[src/rtl/bus_mem_ctrl_if.sv]
// Line-bus / word-memory signal bundle for bus_mem_ctrl.
// slave  : controller view (line-bus slave, word-memory master).
// master : environment view (line requester plus word memory).
//   bus_addr_i/bus_data_i/bus_we_i/bus_valid_i  line request
//   bus_data_o/bus_valid_o/bus_err_o/busy_o     line response and status
//   mem_addr_o/mem_wdata_o/mem_we_o/mem_req_o   word beat request
//   mem_ack_i/mem_rdata_i                       word beat completion
interface bus_mem_ctrl_if #(
  parameter int unsigned ADDR_W = 20
);
  logic [ADDR_W-1:4] bus_addr_i;
  logic [127:0]      bus_data_i;
  logic              bus_we_i;
  logic              bus_valid_i;
  logic [127:0]      bus_data_o;
  logic              bus_valid_o;
  logic              bus_err_o;
  logic              busy_o;
  logic [ADDR_W-1:2] mem_addr_o;
  logic [31:0]       mem_wdata_o;
  logic              mem_we_o;
  logic              mem_req_o;
  logic              mem_ack_i;
  logic [31:0]       mem_rdata_i;

  modport slave (
    input  bus_addr_i, bus_data_i, bus_we_i, bus_valid_i, mem_ack_i, mem_rdata_i,
    output bus_data_o, bus_valid_o, bus_err_o, busy_o,
           mem_addr_o, mem_wdata_o, mem_we_o, mem_req_o
  );

  modport master (
    output bus_addr_i, bus_data_i, bus_we_i, bus_valid_i, mem_ack_i, mem_rdata_i,
    input  bus_data_o, bus_valid_o, bus_err_o, busy_o,
           mem_addr_o, mem_wdata_o, mem_we_o, mem_req_o
  );
endinterface

[src/rtl/bus_mem_ctrl.sv]
// Memory-side controller for the 128-bit cache line bus: splits each line
// read/write into four 32-bit req/ack beats, returns the assembled line with a
// one-cycle response pulse, and turns a hung beat into an error response.
//   clk_i  rising-edge clock
//   rst_i  synchronous active-high reset
//   bus    bus_mem_ctrl_if.slave (line request/response + word memory port)
module bus_mem_ctrl #(
  parameter int unsigned BUS_ADDRESS_WIDTH    = 20,
  parameter int unsigned BUS_DATA_WIDTH_SHIFT = 4,
  parameter int unsigned TIMEOUT_CYCLES       = 255
) (
  input  logic          clk_i,
  input  logic          rst_i,
  bus_mem_ctrl_if.slave bus
);

  localparam int unsigned LINE_W = 128;
  localparam int unsigned WORD_W = 32;
  localparam int unsigned WD_W   = (TIMEOUT_CYCLES == 0) ? 1 : $clog2(TIMEOUT_CYCLES + 1);
  localparam logic [WD_W-1:0] WD_LIMIT = WD_W'(TIMEOUT_CYCLES);
  localparam bit WD_ON = (TIMEOUT_CYCLES != 0);

  // Only 128-bit lines are supported.
  if (BUS_DATA_WIDTH_SHIFT != 4) begin : g_bad_line_width
    $error("bus_mem_ctrl: BUS_DATA_WIDTH_SHIFT must be 4 (128-bit line)");
  end

  typedef enum logic [1:0] {
    ST_IDLE = 2'd0,
    ST_BEAT = 2'd1,
    ST_RESP = 2'd2,
    ST_GAP  = 2'd3
  } state_t;

  state_t                       state_q, state_d;
  logic [1:0]                   beat_q, beat_d;
  logic [WD_W-1:0]              wd_q, wd_d;
  logic [BUS_ADDRESS_WIDTH-1:4] addr_q, addr_d;
  logic [LINE_W-1:0]            wline_q, wline_d;
  logic                         we_q, we_d;
  logic [LINE_W-1:0]            line_q, line_d;
  logic [LINE_W-1:0]            rsp_data_q, rsp_data_d;
  logic                         rsp_valid_q, rsp_valid_d;
  logic                         rsp_err_q, rsp_err_d;
  logic                         busy_q, busy_d;
  logic                         req_q, req_d;
  logic                         mwe_q, mwe_d;

  // State and datapath registers.
  always_ff @(posedge clk_i) begin
    if (rst_i) begin
      state_q     <= ST_IDLE;
      beat_q      <= '0;
      wd_q        <= '0;
      addr_q      <= '0;
      wline_q     <= '0;
      we_q        <= 1'b0;
      line_q      <= '0;
      rsp_data_q  <= '0;
      rsp_valid_q <= 1'b0;
      rsp_err_q   <= 1'b0;
      busy_q      <= 1'b0;
      req_q       <= 1'b0;
      mwe_q       <= 1'b0;
    end else begin
      state_q     <= state_d;
      beat_q      <= beat_d;
      wd_q        <= wd_d;
      addr_q      <= addr_d;
      wline_q     <= wline_d;
      we_q        <= we_d;
      line_q      <= line_d;
      rsp_data_q  <= rsp_data_d;
      rsp_valid_q <= rsp_valid_d;
      rsp_err_q   <= rsp_err_d;
      busy_q      <= busy_d;
      req_q       <= req_d;
      mwe_q       <= mwe_d;
    end
  end

  // Next-state and next-output logic; registered outputs are computed one
  // cycle ahead so they line up with the state they belong to.
  always_comb begin
    state_d     = state_q;
    beat_d      = beat_q;
    wd_d        = wd_q;
    addr_d      = addr_q;
    wline_d     = wline_q;
    we_d        = we_q;
    line_d      = line_q;
    rsp_data_d  = rsp_data_q;
    rsp_valid_d = 1'b0;
    rsp_err_d   = 1'b0;
    busy_d      = busy_q;
    req_d       = req_q;
    mwe_d       = mwe_q;

    unique case (state_q)
      ST_IDLE: begin
        if (bus.bus_valid_i) begin
          addr_d  = bus.bus_addr_i;
          wline_d = bus.bus_data_i;
          we_d    = bus.bus_we_i;
          beat_d  = 2'd0;
          wd_d    = '0;
          req_d   = 1'b1;
          mwe_d   = bus.bus_we_i;
          busy_d  = 1'b1;
          state_d = ST_BEAT;
        end
      end

      ST_BEAT: begin
        if (bus.mem_ack_i) begin
          wd_d = '0;
          if (!we_q) begin
            line_d[{beat_q, 5'd0} +: WORD_W] = bus.mem_rdata_i;
          end
          if (beat_q == 2'd3) begin
            req_d       = 1'b0;
            mwe_d       = 1'b0;
            rsp_valid_d = 1'b1;
            // Writes leave the previous read line on bus_data_o.
            if (!we_q) begin
              rsp_data_d = line_d;
            end
            state_d = ST_RESP;
          end else begin
            beat_d = beat_q + 2'd1;
          end
        end else if (WD_ON && (wd_q == WD_LIMIT)) begin
          // Hung beat: abandon the line and report an error with zero data.
          req_d       = 1'b0;
          mwe_d       = 1'b0;
          rsp_valid_d = 1'b1;
          rsp_err_d   = 1'b1;
          rsp_data_d  = '0;
          state_d     = ST_RESP;
        end else if (WD_ON) begin
          wd_d = wd_q + WD_W'(1);
        end
      end

      ST_RESP: begin
        state_d = ST_GAP;
      end

      ST_GAP: begin
        // Requester drops valid here; the request is not re-sampled.
        busy_d  = 1'b0;
        state_d = ST_IDLE;
      end

      default: begin
        state_d = ST_IDLE;
      end
    endcase
  end

  assign bus.bus_data_o  = rsp_data_q;
  assign bus.bus_valid_o = rsp_valid_q;
  assign bus.bus_err_o   = rsp_err_q;
  assign bus.busy_o      = busy_q;
  assign bus.mem_req_o   = req_q;
  assign bus.mem_we_o    = mwe_q;
  assign bus.mem_addr_o  = {addr_q, beat_q};
  assign bus.mem_wdata_o = wline_q[{beat_q, 5'd0} +: WORD_W];

endmodule

[src/flat_wrapper.sv]
// flat-port wrapper written by rule: the top's interface ports become plain ports
module bus_mem_ctrl_flat 
#(
  parameter int unsigned BUS_ADDRESS_WIDTH    = 20,
  parameter int unsigned BUS_DATA_WIDTH_SHIFT = 4,
  parameter int unsigned TIMEOUT_CYCLES       = 255
)
  (clk_i, rst_i, bus_bus_addr_i, bus_bus_data_i, bus_bus_we_i, bus_bus_valid_i, bus_mem_ack_i, bus_mem_rdata_i, bus_bus_data_o, bus_bus_valid_o, bus_bus_err_o, bus_busy_o, bus_mem_addr_o, bus_mem_wdata_o, bus_mem_we_o, bus_mem_req_o);
  bus_mem_ctrl_if #(.ADDR_W((20))) bus_i ();
  input  logic clk_i;
  input  logic rst_i;
  input wire logic [$bits(bus_i.bus_addr_i)-1:0] bus_bus_addr_i;
  input wire logic [$bits(bus_i.bus_data_i)-1:0] bus_bus_data_i;
  input wire logic [$bits(bus_i.bus_we_i)-1:0] bus_bus_we_i;
  input wire logic [$bits(bus_i.bus_valid_i)-1:0] bus_bus_valid_i;
  input wire logic [$bits(bus_i.mem_ack_i)-1:0] bus_mem_ack_i;
  input wire logic [$bits(bus_i.mem_rdata_i)-1:0] bus_mem_rdata_i;
  output wire logic [$bits(bus_i.bus_data_o)-1:0] bus_bus_data_o;
  output wire logic [$bits(bus_i.bus_valid_o)-1:0] bus_bus_valid_o;
  output wire logic [$bits(bus_i.bus_err_o)-1:0] bus_bus_err_o;
  output wire logic [$bits(bus_i.busy_o)-1:0] bus_busy_o;
  output wire logic [$bits(bus_i.mem_addr_o)-1:0] bus_mem_addr_o;
  output wire logic [$bits(bus_i.mem_wdata_o)-1:0] bus_mem_wdata_o;
  output wire logic [$bits(bus_i.mem_we_o)-1:0] bus_mem_we_o;
  output wire logic [$bits(bus_i.mem_req_o)-1:0] bus_mem_req_o;
  assign bus_i.bus_addr_i = bus_bus_addr_i;
  assign bus_i.bus_data_i = bus_bus_data_i;
  assign bus_i.bus_we_i = bus_bus_we_i;
  assign bus_i.bus_valid_i = bus_bus_valid_i;
  assign bus_i.mem_ack_i = bus_mem_ack_i;
  assign bus_i.mem_rdata_i = bus_mem_rdata_i;
  assign bus_bus_data_o = bus_i.bus_data_o;
  assign bus_bus_valid_o = bus_i.bus_valid_o;
  assign bus_bus_err_o = bus_i.bus_err_o;
  assign bus_busy_o = bus_i.busy_o;
  assign bus_mem_addr_o = bus_i.mem_addr_o;
  assign bus_mem_wdata_o = bus_i.mem_wdata_o;
  assign bus_mem_we_o = bus_i.mem_we_o;
  assign bus_mem_req_o = bus_i.mem_req_o;
  bus_mem_ctrl #(.BUS_ADDRESS_WIDTH(BUS_ADDRESS_WIDTH), .BUS_DATA_WIDTH_SHIFT(BUS_DATA_WIDTH_SHIFT), .TIMEOUT_CYCLES(TIMEOUT_CYCLES)) u_core (.clk_i(clk_i), .rst_i(rst_i), .bus(bus_i));
endmodule
[config.mk]
export PLATFORM = sky130hd
export DESIGN_NAME = bus_mem_ctrl_flat
export DESIGN_NICKNAME = d
export VERILOG_FILES = /design/src/rtl/bus_mem_ctrl_if.sv /design/src/rtl/bus_mem_ctrl.sv /design/src/flat_wrapper.sv
export SDC_FILE = /design/constraint.sdc
export NUM_CORES = 1
export LEC_CHECK = 0
export CAP_MARGIN = 20
export CORE_AREA = 10 10 226 228
export CTS_CLUSTER_SIZE = 10
export DETAILED_ROUTE_END_ITERATION = 12
export DIE_AREA = 0 0 236 238
export GPL_TIMING_DRIVEN = 1
export HOLD_SLACK_MARGIN = 0.03
export SKIP_LAST_GASP = 1
export SLEW_MARGIN = 20
export SYNTH_ARGS = -nofsm -noshare
export SYNTH_HDL_FRONTEND = slang
export SYNTH_SLANG_ARGS = --single-unit
export TNS_END_PERCENT = 5
[constraint.sdc]
create_clock -name clk_i -period 3.4 [get_ports clk_i]
set_clock_uncertainty 0.15 [all_clocks]
set_input_delay 0.34 -clock clk_i [delete_from_list [all_inputs] [get_ports clk_i]]
set_output_delay 0.34 -clock clk_i [all_outputs]
set_load 0.01 [all_outputs]
==> results.sh, run 1 <==
export IMPL_htreeDepth=2
export IMPL_synth_common_cells="dfxtp_1 (418), nand2_1 (298), a21oi_1 (160)"
export IMPL_yosysTopAreaCell="dfxtp_1"
export IMPL_num_vias=13720
export IMPL_synth_avg_cell_area_um2=9.656
export IMPL_synth_cells=1675
export IMPL_dieArea_um2=56170
export IMPL_synth_nets=1867
export IMPL_powerDensity_nw_per_um2=632.6
export IMPL_path_class="register to primary output"
export IMPL_finalMaxSlewViolations=0
export IMPL_remaining_drc_errors=0
export IMPL_synth_area_top_cells="dfxtp_1 (52%), o2bb2ai_1 (6.9%), nand2_1 (6.9%)"
export IMPL_synth_compound_area_frac=0.2622
export IMPL_required_ns=2.91
export IMPL_max_freq_mhz=345.5
export IMPL_async_reset_ff_frac=0
export IMPL_hold_class="input pin to register"
export IMPL_synth_top_family_by_area="compound AO/OA/AOI/OAI gates"
export IMPL_final_area_um2=21630
export IMPL_syn2layout_area_growth_pct=33.72
export IMPL_worst_pin_slew_ns=0.9390
export IMPL_start_kind="register"
export IMPL_clkLatencyLatePin_ns=0.58
export IMPL_setup_viol=0
export IMPL_seq_area_frac_synth=0.5174
export IMPL_wl_um=53880
export IMPL_outcome="finished, final reports clean"
export IMPL_yosys_mux_area_fraction=0.04650
export IMPL_antenna_found_initial=4
export IMPL_crit_fanout=24
export IMPL_nNetsFinal=2151
export IMPL_p_comb_frac=0.239
export IMPL_synth_top_area_frac=0.5174
export IMPL_grt_pass1_vias=13630
export IMPL_ant_nets=0
export IMPL_finalCritPeriodShare=0.8514
export IMPL_final_cells=2574
export IMPL_wl_per_cell_um=20.93
export IMPL_die_h_um=238
export IMPL_cts_num_sinks=418
export IMPL_synth_edf_count=0
export IMPL_chipWidth_um=236
export IMPL_post_cts_resized=0
export IMPL_drtIter0Drc=979
export IMPL_grt_setup_unrepaired="false"
export IMPL_ir_drop_mv=0.3234
export IMPL_cts_setup_buffers=0
export IMPL_synth_fa_ha_area_frac=0.008510
export IMPL_track_usage=0.1836
export IMPL_synth_flop_cell="dfxtp_1"
export IMPL_power_leakage_nw=7.181
export IMPL_total_power_w=0.01368
export IMPL_fin_tns_setup_ns=0
export IMPL_dp_cells=2515
export IMPL_ys_types=49
export IMPL_filler_cell_count=4335
export IMPL_cts_root_buf="clkbuf_16"
export IMPL_grt_ovfl_total=0
export IMPL_dr_pass1_iters=5
export IMPL_ys_seq_elements=418
export IMPL_cp_end_kind="primary output"
export IMPL_p_int_w=0.009478
export IMPL_clock_power_share=0.330
export IMPL_grt_max_degree=176
export IMPL_yosysWarningCount=0
export IMPL_post_dp_hpwl_um=36440
export IMPL_core_area_um2=46360
export IMPL_min_period_ns=2.895
export IMPL_rows=79
export IMPL_pwr_share_seq=0.431
export IMPL_syn_cell_area_um2=16170
export IMPL_grt_pass1_wl_um=83210
export IMPL_clockBufferDepth=3
export IMPL_synthXorXnorAreaFrac=0.001083
export IMPL_yosys_area_share_simple=0.1222
export IMPL_switchingPower_w=0.004204
export IMPL_via_per_inst=5.331
export IMPL_numCtsBuffers=48
export IMPL_cap_violations=0
export IMPL_finalHoldViolCount=0
export IMPL_utilization=0.4665
export IMPL_drive_gt1_frac=0.09715
export IMPL_swShare=0.3072
export IMPL_place_gp_congestion=0.8243
export IMPL_port_buffers=363
export IMPL_start_util=0.3489
export IMPL_clk_transition_reported_paths_ns=0.05
export IMPL_post_synth_top_count_cell="dfxtp_1"
export IMPL_cts_tree="done"
export IMPL_placed_area_um2=20310
export IMPL_slew_headroom=0.3740
export IMPL_ios=364
export IMPL_crit_arrival_ns=2.40
==> critical path, stage by stage (launching register included) <==
cell             delay, ns
dfxtp_2               0.33
buf_4                 0.35
mux4_2                0.57
clkdlybuf4s50_1       0.54
==> path summary, 6_finish.rpt <==
path | startpoint | to | slack (ns) | depth (start not counted)
max | u_core.beat_q[0]$_SDFFE_PP0P_ | bus_mem_wdata_o[1] | 0.51 | 3
min reg2reg | u_core.wline_q[112]$_SDFFE_PP0P_ | u_core.wline_q[112]$_SDFFE_PP0P_ | 0.30 | 2
min | bus_bus_data_i[54] | u_core.wline_q[54]$_SDFFE_PP0P_ | 0.17 | 3
max reg2reg | u_core.beat_q[0]$_SDFFE_PP0P_ | u_core.line_q[122]$_SDFFE_PP0P_ | 0.78 | 7
==> flip-flops by register name (all words and copies together), names as in the netlist <==
register,cells
u_core.bus.bus_data_o,128
u_core.beat_q,2
u_core.bus.bus_err_o,1
u_core.wd_q,8
u_core.bus.mem_req_o,1
u_core.bus.mem_we_o,1
u_core.wline_q,128
u_core.addr_q,16
u_core.bus.bus_valid_o,1
u_core.bus.busy_o,1
u_core.line_q,128
u_core.state_q,2
u_core.we_q,1
==> power groups by stage <==
stage | registers (W) | clock network, W | logic, W
final | 0.00589 | 0.00452 | 0.00327
after global routing | 0.00596 | 0.00482 | 0.00365
after CTS | 0.00589 | 0.00464 | 0.00331
after detailed placement | 0.00599 | 0 | 0.00329
after global placement | 0.00596 | 0 | 0.00322
after floorplan | 0.00591 | 0 | 0.00215
==> cell usage in the layout, fill, tap and decap left out, drive strengths merged, types with 6 or more instances in the layout <==
| master | netlist | final |
|---|---|---|
| ha | 11 | 11 |
| nor2 | 138 | 138 |
| a22oi | 158 | 158 |
| inv | 7 | 7 |
| dfxtp | 418 | 418 |
| buf | 32 | 31 |
| nand2 | 298 | 298 |
| o21ai | 6 | 6 |
| o2bb2ai | 128 | 128 |
| mux4 | 32 | 32 |
| a211oi | 96 | 96 |
| clkbuf | 128 | 53 |
| clkdlybuf4s50 | 0 | 362 |
| a21oi | 160 | 160 |
| nand2b | 6 | 6 |
| nor3 | 8 | 8 |
==> metrics by stage <==
step,hold WS (ns),setup slack (ns)
floorplan,0.2831,0.2444
detailed placement,0.2958,0.7887
finish,0.1658,0.5053
global route,0.1483,0.3702
CTS,0.1270,0.4120
global placement,0.2889,0.8632
==> routing by layer <==
layer  vias to the layer above  wire (um)  GRT usage
met3                        58       4757    0.06572
met1                      6604      23200     0.2286
met5                         -         34          0
met2                       439      25140     0.2985
li1                       6616          -          -
met4                         4        750    0.04215
==> final cells by class <==
class,instances,area [um2],share of cell area
Tap cell,607,759.5,0.03512
Clock inverter,4,58.81,0.002719
Clock buffer,53,1241,0.05739
Sequential cell,418,8371,0.3870
Antenna cell,1,2.502,0.0001157
Multi-Input combinational cell,1090,7182,0.3321
Inverter,7,26.28,0.001215
Timing Repair Buffer,394,3986,0.1843
==> logic make-up after synthesis <==
logic type      Yosys count
simple gates            483
xor+xnor                  2
buf+inv                 167
compound gates          559
fa+ha+maj                11
flops                   418
mux                      35
==> timing repair <==
action | 4_1_cts | 5_1_grt
hold endpoints to repair | 38 | 0
setup endpoints to repair | 0 | 0
hold buffers | 1 | 0
Note: power is estimated with default switching activity, not from simulation.
==> run 2: changes to the inputs <==
Clock period 3.4 ns to 3.7 ns, I/O delays scaled along.
==> run 2 against run 1 <==
Count of clock-buffer cells in the layout up 10. Worst setup slack improved by 0.099 ns. Global-route usage down 0.35 points. Register-to-register slack improved by 0.17 ns. Combinational power shrank 8.9%. Worst hold slack better by 0.027 ns. Final area increased by 0.31%. Critical path depth up 1. Non-clock buffer count increased by 2. Final cell count rose by 0.47%. First-iteration DRC count increased by 6.4%. Critical endpoint is now bus_mem_wdata_o[6].
==> results.sh, run 2 (synthesized netlist as in run 1, its figures left out) <==
export IMPL_outcome="finished, final reports clean"
export IMPL_post_dp_hpwl_um=36430
export IMPL_start_util=0.3489
export IMPL_dieArea_um2=56170
export IMPL_remaining_drc_errors=0
export IMPL_seqCellArea_um2=8371
export IMPL_ant_nets=0
export IMPL_swShare=0.3009
export IMPL_multi_input_area_um2=7182
export IMPL_core_area_um2=46360
export IMPL_grt_setup_unrepaired="false"
export IMPL_clkLatencyLatePin_ns=0.58
export IMPL_holdWs_ns=0.1930
export IMPL_via_per_inst=5.364
export IMPL_pwr_share_seq=0.427
export IMPL_mostFrequentLayoutCell="dfxtp_1"
export IMPL_grt_ovfl_total=0
export IMPL_min_period_ns=3.095
export IMPL_ios=364
export IMPL_syn2layout_area_growth_pct=34.14
export IMPL_finalHoldViolCount=0
export IMPL_cp_end_kind="primary output"
export IMPL_drtIter0Drc=1042
export IMPL_worst_pin_slew_ns=1.042
export IMPL_grt_pass1_vias=13770
export IMPL_nNetsFinal=2154
export IMPL_dr_pass1_iters=6
export IMPL_max_freq_mhz=323.1
export IMPL_wl_per_cell_um=20.64
export IMPL_setup_viol=0
export IMPL_startpoint="u_core.beat_q[0]$_SDFFE_PP0P_"
export IMPL_grt_max_degree=99
export IMPL_cts_tree="done"
export IMPL_fin_tns_setup_ns=0
export IMPL_clock_power_share=0.338
export IMPL_total_power_w=0.01268
export IMPL_num_vias=13870
export IMPL_track_usage=0.1801
export IMPL_cts_setup_buffers=0
export IMPL_grt_pass1_wl_um=81740
export IMPL_mostFrequentLayoutCells="dfxtp_1 (416), clkdlybuf4s50_1 (362), nand2_1 (297)"
export IMPL_antenna_found_initial=5
export IMPL_required_ns=3.18
export IMPL_switchingPower_w=0.003816
export IMPL_start_kind="register"
export IMPL_p_comb_frac=0.235
export IMPL_finalMaxSlewViolations=0
export IMPL_rows=79
export IMPL_place_gp_congestion=0.8218
export IMPL_path_class="register to primary output"
export IMPL_dp_cells=2517
export IMPL_hold_class="input pin to register"
export IMPL_wl_um=53360
export IMPL_ir_drop_mv=0.3443
export IMPL_crit_arrival_ns=2.58
export IMPL_power_leakage_nw=7.227
export IMPL_chipWidth_um=236
export IMPL_final_cells=2586
export IMPL_clk_transition_reported_paths_ns=0.05
export IMPL_crit_fanout=26
export IMPL_numCtsBuffers=49
export IMPL_htreeDepth=2
export IMPL_finalCritPeriodShare=0.8366
export IMPL_worstHoldStart="bus_bus_data_i[9]"
export IMPL_slew_headroom=0.3054
export IMPL_cts_root_buf="clkbuf_16"
export IMPL_p_int_w=0.008866
export IMPL_die_h_um=238
export IMPL_cap_violations=0
export IMPL_port_buffers=363
export IMPL_clockBufferDepth=3
export IMPL_filler_cell_count=4375
export IMPL_cts_num_sinks=418
export IMPL_powerDensity_nw_per_um2=584.6
export IMPL_r2r_start="u_core.state_q[1]$_SDFFE_PP0P_"
export IMPL_drive_gt1_frac=0.09863
==> run 2: cell count changes in the layout (fill, tap and decap cells not counted), sizes merged <==
cell / delta
buf: +2
bufinv: +1
clkbuf: +10
clkinv: -1
clkinvlp: -1
diode: +1
==> run 2: per-stage QoR <==
stage	util	worst slack [ns]	area (um2)
final	0.4680	0.6047	21690
after global routing	0.4679	0.4580	21690
after CTS	0.4678	0.5227	21690
after detailed placement	0.4380	0.8913	20300
after global placement	0.4380	0.9176	20300
after floorplan	-	0.5444	16170
==> run 2: layout make-up <==
| cell class | count | area share |
|---|---|---|
| Clock buffer | 63 | 0.06085 |
| Timing Repair Buffer | 396 | 0.1835 |
| Inverter | 7 | 0.001211 |
| Clock inverter | 3 | 0.002365 |
| Multi-Input combinational cell | 1090 | 0.3310 |
| Sequential cell | 418 | 0.3858 |
| Antenna cell | 2 | 0.0002307 |
| Tap cell | 607 | 0.03501 |
==> run 2: timing repair <==
| item | 4_1_cts | 5_1_grt |
|---|---|---|
| hold buffers | 1 | 0 |
| endpoints found under the hold margin | 47 | 0 |
| endpoints found under the setup margin | 0 | 0 |
| resized for setup | 0 | 0 |
==> run 2: worst max-delay path: stages (launching register included) <==
cell and delay, ns:
dfxtp_2 0.32, buf_4 0.37, buf_4 0.38, mux4_2 0.36, clkdlybuf4s50_1 0.56
==> run 2: metal layers <==
layer	track usage	up-vias	share of wire
met5	0	-	0.00077
met4	0.05963	6	0.026
met3	0.06607	81	0.096
met2	0.2892	493	0.46
met1	0.2196	6650	0.42
li1	-	6642	-
==> run 2: power groups by stage <==
stage / Combinational [W] / Sequential [W] / Clock (W)
after floorplan: 0.00198 / 0.00544 / 0
after global placement: 0.00293 / 0.00547 / 0
after detailed placement: 0.00299 / 0.00551 / 0
after CTS: 0.00301 / 0.00541 / 0.00440
after global routing: 0.00331 / 0.00548 / 0.00459
final: 0.00298 / 0.00542 / 0.00429
==> run 2: worst paths after layout <==
path,to,slack [ns],cells past startpoint
min,u_core.wline_q[9]$_SDFFE_PP0P_,0.19,3
min reg2reg,u_core.wline_q[119]$_SDFFE_PP0P_,0.30,2
max,bus_mem_wdata_o[6],0.60,4
max reg2reg,u_core.bus.bus_data_o[15]$_SDFFE_PP0P_,0.95,6
